**config.mk**
```make
export PLATFORM = sky130hd
export DESIGN_NAME = tlc_controller
export DESIGN_NICKNAME = d
export VERILOG_FILES = /design/src/rtl/tlc_pkg.sv /design/src/rtl/tlc_sync.sv /design/src/rtl/tlc_controller.sv
export SDC_FILE = /design/constraint.sdc
export NUM_CORES = 1
export LEC_CHECK = 0
export BUFFER_PORTS_ARGS = -buffer_cell sky130_fd_sc_hd__buf_2
export CAP_MARGIN = 10
export CORE_MARGIN = 2
export CORE_UTILIZATION = 55
export DETAILED_ROUTE_END_ITERATION = 8
export PLACE_DENSITY = 0.76
export SYNTH_ARGS = -nofsm -noshare
export SYNTH_HDL_FRONTEND = slang
export SYNTH_SLANG_ARGS = --single-unit
```
**constraint.sdc**
```tcl
create_clock -name MCLK -period 1.8 [get_ports MCLK]
set_input_delay 0.36 -clock MCLK [delete_from_list [all_inputs] [get_ports MCLK]]
set_output_delay 0.36 -clock MCLK [all_outputs]
set_load 0.005 [all_outputs]
```
**src/rtl/tlc_pkg.sv**
```systemverilog
// Shared types and lamp encodings for the highway/farm-road traffic-light controller.
package tlc_pkg;

  typedef enum logic [2:0] {
    S1 = 3'd1,
    S2 = 3'd2,
    S3 = 3'd3,
    S4 = 3'd4,
    S5 = 3'd5,
    S6 = 3'd6,
    S7 = 3'd7
  } state_t;

  localparam int unsigned LED_BUSY     = 7;
  localparam int unsigned LED_H_RED    = 6;
  localparam int unsigned LED_H_GREEN  = 5;
  localparam int unsigned LED_H_YELLOW = 4;
  localparam int unsigned LED_CLEAR    = 3;
  localparam int unsigned LED_F_RED    = 2;
  localparam int unsigned LED_F_YELLOW = 1;
  localparam int unsigned LED_F_GREEN  = 0;

  localparam logic [6:0] LAMP_S1 = 7'((1 << LED_H_GREEN)  | (1 << LED_F_RED));
  localparam logic [6:0] LAMP_S2 = 7'((1 << LED_H_YELLOW) | (1 << LED_F_RED));
  localparam logic [6:0] LAMP_S3 = 7'((1 << LED_H_RED)    | (1 << LED_F_GREEN));
  localparam logic [6:0] LAMP_S4 = LAMP_S1;
  localparam logic [6:0] LAMP_S5 = 7'((1 << LED_H_RED)    | (1 << LED_F_YELLOW));
  localparam logic [6:0] LAMP_S6 = 7'((1 << LED_CLEAR)    | (1 << LED_F_RED));
  localparam logic [6:0] LAMP_S7 = LAMP_S6;

  localparam logic [7:0] LED_RESET = {1'b0, LAMP_S1};

  function automatic logic [7:0] led_for(state_t s);
    logic [7:0] l;
    l = '0;
    case (s)
      S1:      l[6:0] = LAMP_S1;
      S2:      l[6:0] = LAMP_S2;
      S3:      l[6:0] = LAMP_S3;
      S4:      l[6:0] = LAMP_S4;
      S5:      l[6:0] = LAMP_S5;
      S6:      l[6:0] = LAMP_S6;
      S7:      l[6:0] = LAMP_S7;
      default: l[6:0] = LAMP_S1;
    endcase
    l[LED_BUSY] = (s != S1);
    return l;
  endfunction

endpackage

```
**src/rtl/tlc_sync.sv**
```systemverilog
// STAGES-flop level synchronizer for an asynchronous sensor input; clears to 0 on reset.
module tlc_sync #(
  parameter int unsigned STAGES = 1
) (
  input  logic clk,
  input  logic rst_n,
  input  logic d,
  output logic q
);

  logic [STAGES-1:0] ff;

  always_ff @(posedge clk or negedge rst_n) begin
    if (!rst_n) begin
      ff <= '0;
    end else begin
      ff[0] <= d;
      for (int unsigned i = 1; i < STAGES; i++) begin
        ff[i] <= ff[i-1];
      end
    end
  end

  assign q = ff[STAGES-1];

endmodule

```
**src/rtl/tlc_controller.sv**
```systemverilog
// Highway/farm-road traffic-light FSM with dwell counter and registered lamp bus.
// Optional sticky request flags: define TLC_REQ_LATCH_EN.
module tlc_controller
  import tlc_pkg::*;
#(
  parameter int unsigned STATE_CYCLES = 1,
  parameter int unsigned SYNC_STAGES  = 1
) (
  input  logic       MCLK,
  input  logic       RESET,
  input  logic       FS,
  input  logic       HS,
  output logic [7:0] LED
);

  state_t     state;
  state_t     state_next;
  logic [7:0] dwell;
  logic       dwell_done;
  logic       fs_s;
  logic       hs_s;
  logic       req_f;
  logic       req_h;
  logic [7:0] led_next;

  tlc_sync #(.STAGES(SYNC_STAGES)) u_sync_fs (
    .clk   (MCLK),
    .rst_n (RESET),
    .d     (FS),
    .q     (fs_s)
  );

  tlc_sync #(.STAGES(SYNC_STAGES)) u_sync_hs (
    .clk   (MCLK),
    .rst_n (RESET),
    .d     (HS),
    .q     (hs_s)
  );

`ifdef TLC_REQ_LATCH_EN
  logic pend_f;
  logic pend_h;

  always_ff @(posedge MCLK or negedge RESET) begin
    if (!RESET) begin
      pend_f <= 1'b0;
      pend_h <= 1'b0;
    end else begin
      pend_h <= (pend_h | hs_s) & ~((state != S2) && (state_next == S2));
      pend_f <= (pend_f | fs_s) & ~((state != S3) && (state_next == S3));
    end
  end

  // OR-ing the live level keeps the level-mode latency; the flag only extends it.
  assign req_h = pend_h | hs_s;
  assign req_f = pend_f | fs_s;
`else
  assign req_h = hs_s;
  assign req_f = fs_s;
`endif

  assign dwell_done = (dwell == 8'(STATE_CYCLES - 1));

  always_ff @(posedge MCLK or negedge RESET) begin
    if (!RESET) begin
      state <= S1;
    end else begin
      state <= state_next;
    end
  end

  always_comb begin
    state_next = state;
    case (state)
      S1: begin
        if (req_h) begin
          state_next = S2;
        end else if (req_f) begin
          state_next = S3;
        end
      end
      S2: if (dwell_done) state_next = S4;
      S3: if (dwell_done) state_next = S5;
      S4: if (dwell_done) state_next = req_f ? S3 : S6;
      S5: if (dwell_done) state_next = S7;
      S6: if (dwell_done) state_next = S1;
      S7: if (dwell_done) state_next = S1;
      default: state_next = S1;
    endcase
  end

  always_ff @(posedge MCLK or negedge RESET) begin
    if (!RESET) begin
      dwell <= '0;
    end else if (state_next != state) begin
      dwell <= '0;
    end else if ((state != S1) && !dwell_done) begin
      dwell <= dwell + 8'd1;
    end
  end

  always_comb begin
    led_next = led_for(state_next);
  end

  always_ff @(posedge MCLK or negedge RESET) begin
    if (!RESET) begin
      LED <= LED_RESET;
    end else begin
      LED <= led_next;
    end
  end

endmodule

```
==> out/summary.txt <==
Run status - completed
Vias in the first global route - 738
Post-route setup slack - 187 ps
Clock tree buffer depth - 2
Initial DRC Count - 32
P_int - 0.000921 W
Clk pwr share - 0.152
Ys async rst share - 1.00
Worst-path clk slew - 120 ps
Router iterations before antenna repair - 4
Maximum vdd drop - 0.000895 V
Via count - 808
DRT Wirelength - 1950 microns
Critical path required time - 1970 ps
Setup bufs post-CTS - 0
Crit path max fanout - 9
Post-synth cell types - 42
Slew Limit Fails - 0
Tot Pwr - 0.00146 W
Flop and latch count out of synthesis - 21
Root Buffer - clkbuf_4
Fraction of layout cells with a size suffix above 1 - 0.222
Synthesized cell area - 0.00106 sq mm
Buffers on Ports - 11
Die height - 47.9 microns
Synth-to-Final Area Change - 11.1%
Die area - 0.00230 sq mm
Sequential share of power - 0.476
Max Cap Viol - 0
Final period util - 0.896
Final HPWL DP - 1450 microns
Switching share of total power - 0.368
Crit path capture - dwell[6]
Gp weighted congestion - 0.884
GR Util All Layers - 0.202
Routed len/inst - 13.7 microns
Primary FF master, synth - dfrtp_1
Syn. warnings - 0
Switching Power - 0.000536 W
Critical path arrival - 1780 ps
Static Leak - 0.519 nW
DRC Markers - 0
Sequential-to-total area share from yosys stat - 0.498
Hold WC Path Type - input port to flop
Final hold violation count - 0
Crit path kind - flop to flop
Post-Synthesis Cells - 104
Fin cells - 142
Final nets - 124
Placed cells - 137
FMAX - 620 MHz
Die Width - 47.9 microns
Initial antenna violation count - 0
Vias per cell - 5.69
Reg-to-reg endpoint - dwell[6]
CTS buffer count - 3
Setup-failing EPs final - 0
CP Launch Point - dwell[5]
Reg2reg setup slack - 190 ps
Largest net degree at the start of global routing - 22
Core Footprint - 0.00176 sq mm
Syn_nets - 110
Row count - 15
Period minus WS final - 1610 ps
First-pass GRT wire length - 3290 microns
Worst-Skew Late Latency - 300 ps
H-tree depth - 1
# diodes - 0
Dpl ws - 205 ps
Relative slew margins - 0.701
Post-CTS Resized - 0
Worst R2R Start - dwell[5]
Total clock sinks - 21
PwrDens - 1230 mW/mm^2
Starting density of the core - 0.602
Worst-margin pin slew - 449 ps
# IOs - 12
Clock skew - 13.1 ps
Crit. End Element - flop
CTS tree - yes
Sum of negative setup slack - 0 ps
RSZ-0062 raised after global routing - no
Worst r2r path cells - 4
Comb pwr share - 0.372
Post-route ant nets - 0
Gr ovfl total - 0
Fin Hold WS - 154 ps
EDFF count, synth - 0
Crit path launch type - flop
Synthesized area per cell - 10.2 sq um
## layout make-up
cell class / instances / area (sq um)
inverters: 4 / 15.0
fillers: 154 / 584
well taps: 25 / 31.3
multi-input cells: 74 / 497
flip-flops and latches: 21 / 529
clock inverters: 1 / 5.00
repair buffers: 14 / 80.1
clock buffers: 3 / 22.5
## layer usage
metal  wire, microns  track usage
met1             914        0.296
met2             941        0.312
met3              79       0.0453
met4              15       0.0324
met5               0            0
## worst min path at each step
stage                from           to  slack [ps]  depth (start not counted)
floorplan           RESET       LED[0]          60                          0
global placement    RESET     dwell[3]         330                          1
detailed placement  RESET     dwell[2]         330                          1
CTS                    FS  u_sync_fs.q         150                          1
global route           HS  u_sync_hs.q         150                          1
finish                 FS  u_sync_fs.q         150                          1
## synthesized netlist by cell type, drive strengths merged, types with 2 or more instances
library cell	instances	area [sq um]
a21oi	3	15.0
o31ai	2	15.0
nand4	2	12.5
buf	2	10.0
nor3b	2	20.0
a31oi	3	18.8
dfstp	3	78.8
o21ai	2	13.8
nand3	3	20.0
or3	2	12.5
clkbuf	3	11.3
ha	2	25.0
nand2b	2	12.5
nand2	8	30.0
and3	2	12.5
inv	4	15.0
nor3	2	10.0
dfrtp	18	450
nor2b	2	12.5
xnor2	5	43.8
nor2	14	52.6
## sequential cells by signal, summed over array words and instances, names as in the netlist
signal and count:
u_sync_hs.q 1, dwell 8, LED 8, u_sync_fs.q 1
state 3
## power groups by stage
stage,Clock (W),Combinational [W],Sequential (W)
3_3_place_gp,0,0.000534,0.000694
2_1_floorplan,0,0.000398,0.000656
4_1_cts,0.000229,0.000543,0.000693
3_5_place_dp,0,0.000541,0.000704
6_report,0.000222,0.000542,0.000694
5_1_grt,0.000246,0.000612,0.000716
## cell families after synthesis
kind of cell    Yosys count  share of synthesized area
simple gates             45                      0.249
flops                    21                      0.498
compound gates           20                      0.137
buf+inv                   9                     0.0342
xor+xnor                  6                     0.0495
fa+ha+maj                 2                     0.0236
mux                       1                    0.00942
## layout by cell type (no fill, tap or decap), drive strengths merged, types with 4 or more instances in the layout
cell / count
inv: 4
dfrtp: 18
buf: 13
nor2: 14
nand2: 8
xnor2: 5
## repair_timing
| action | 4_1_cts | 5_1_grt |
|---|---|---|
| hold endpoints to repair | 9 | 0 |
| hold buffers | 1 | 0 |
| setup endpoints to repair | 0 | 0 |
## through the flow
step / utilization / instance area, sq um
finish: 0.669 / 1180
global route: 0.669 / 1180
CTS: 0.669 / 1180
detailed placement: 0.648 / 1140
global placement: 0.648 / 1140
floorplan: - / 1060
## worst max-delay path, stage by stage (launching register included)
cell and delay (ps):
dfrtp_1 440, nor4_4 340, nand3_2 230, o21ai_2 380, nor2_1 100
Power figures use the tool's default switching activity.
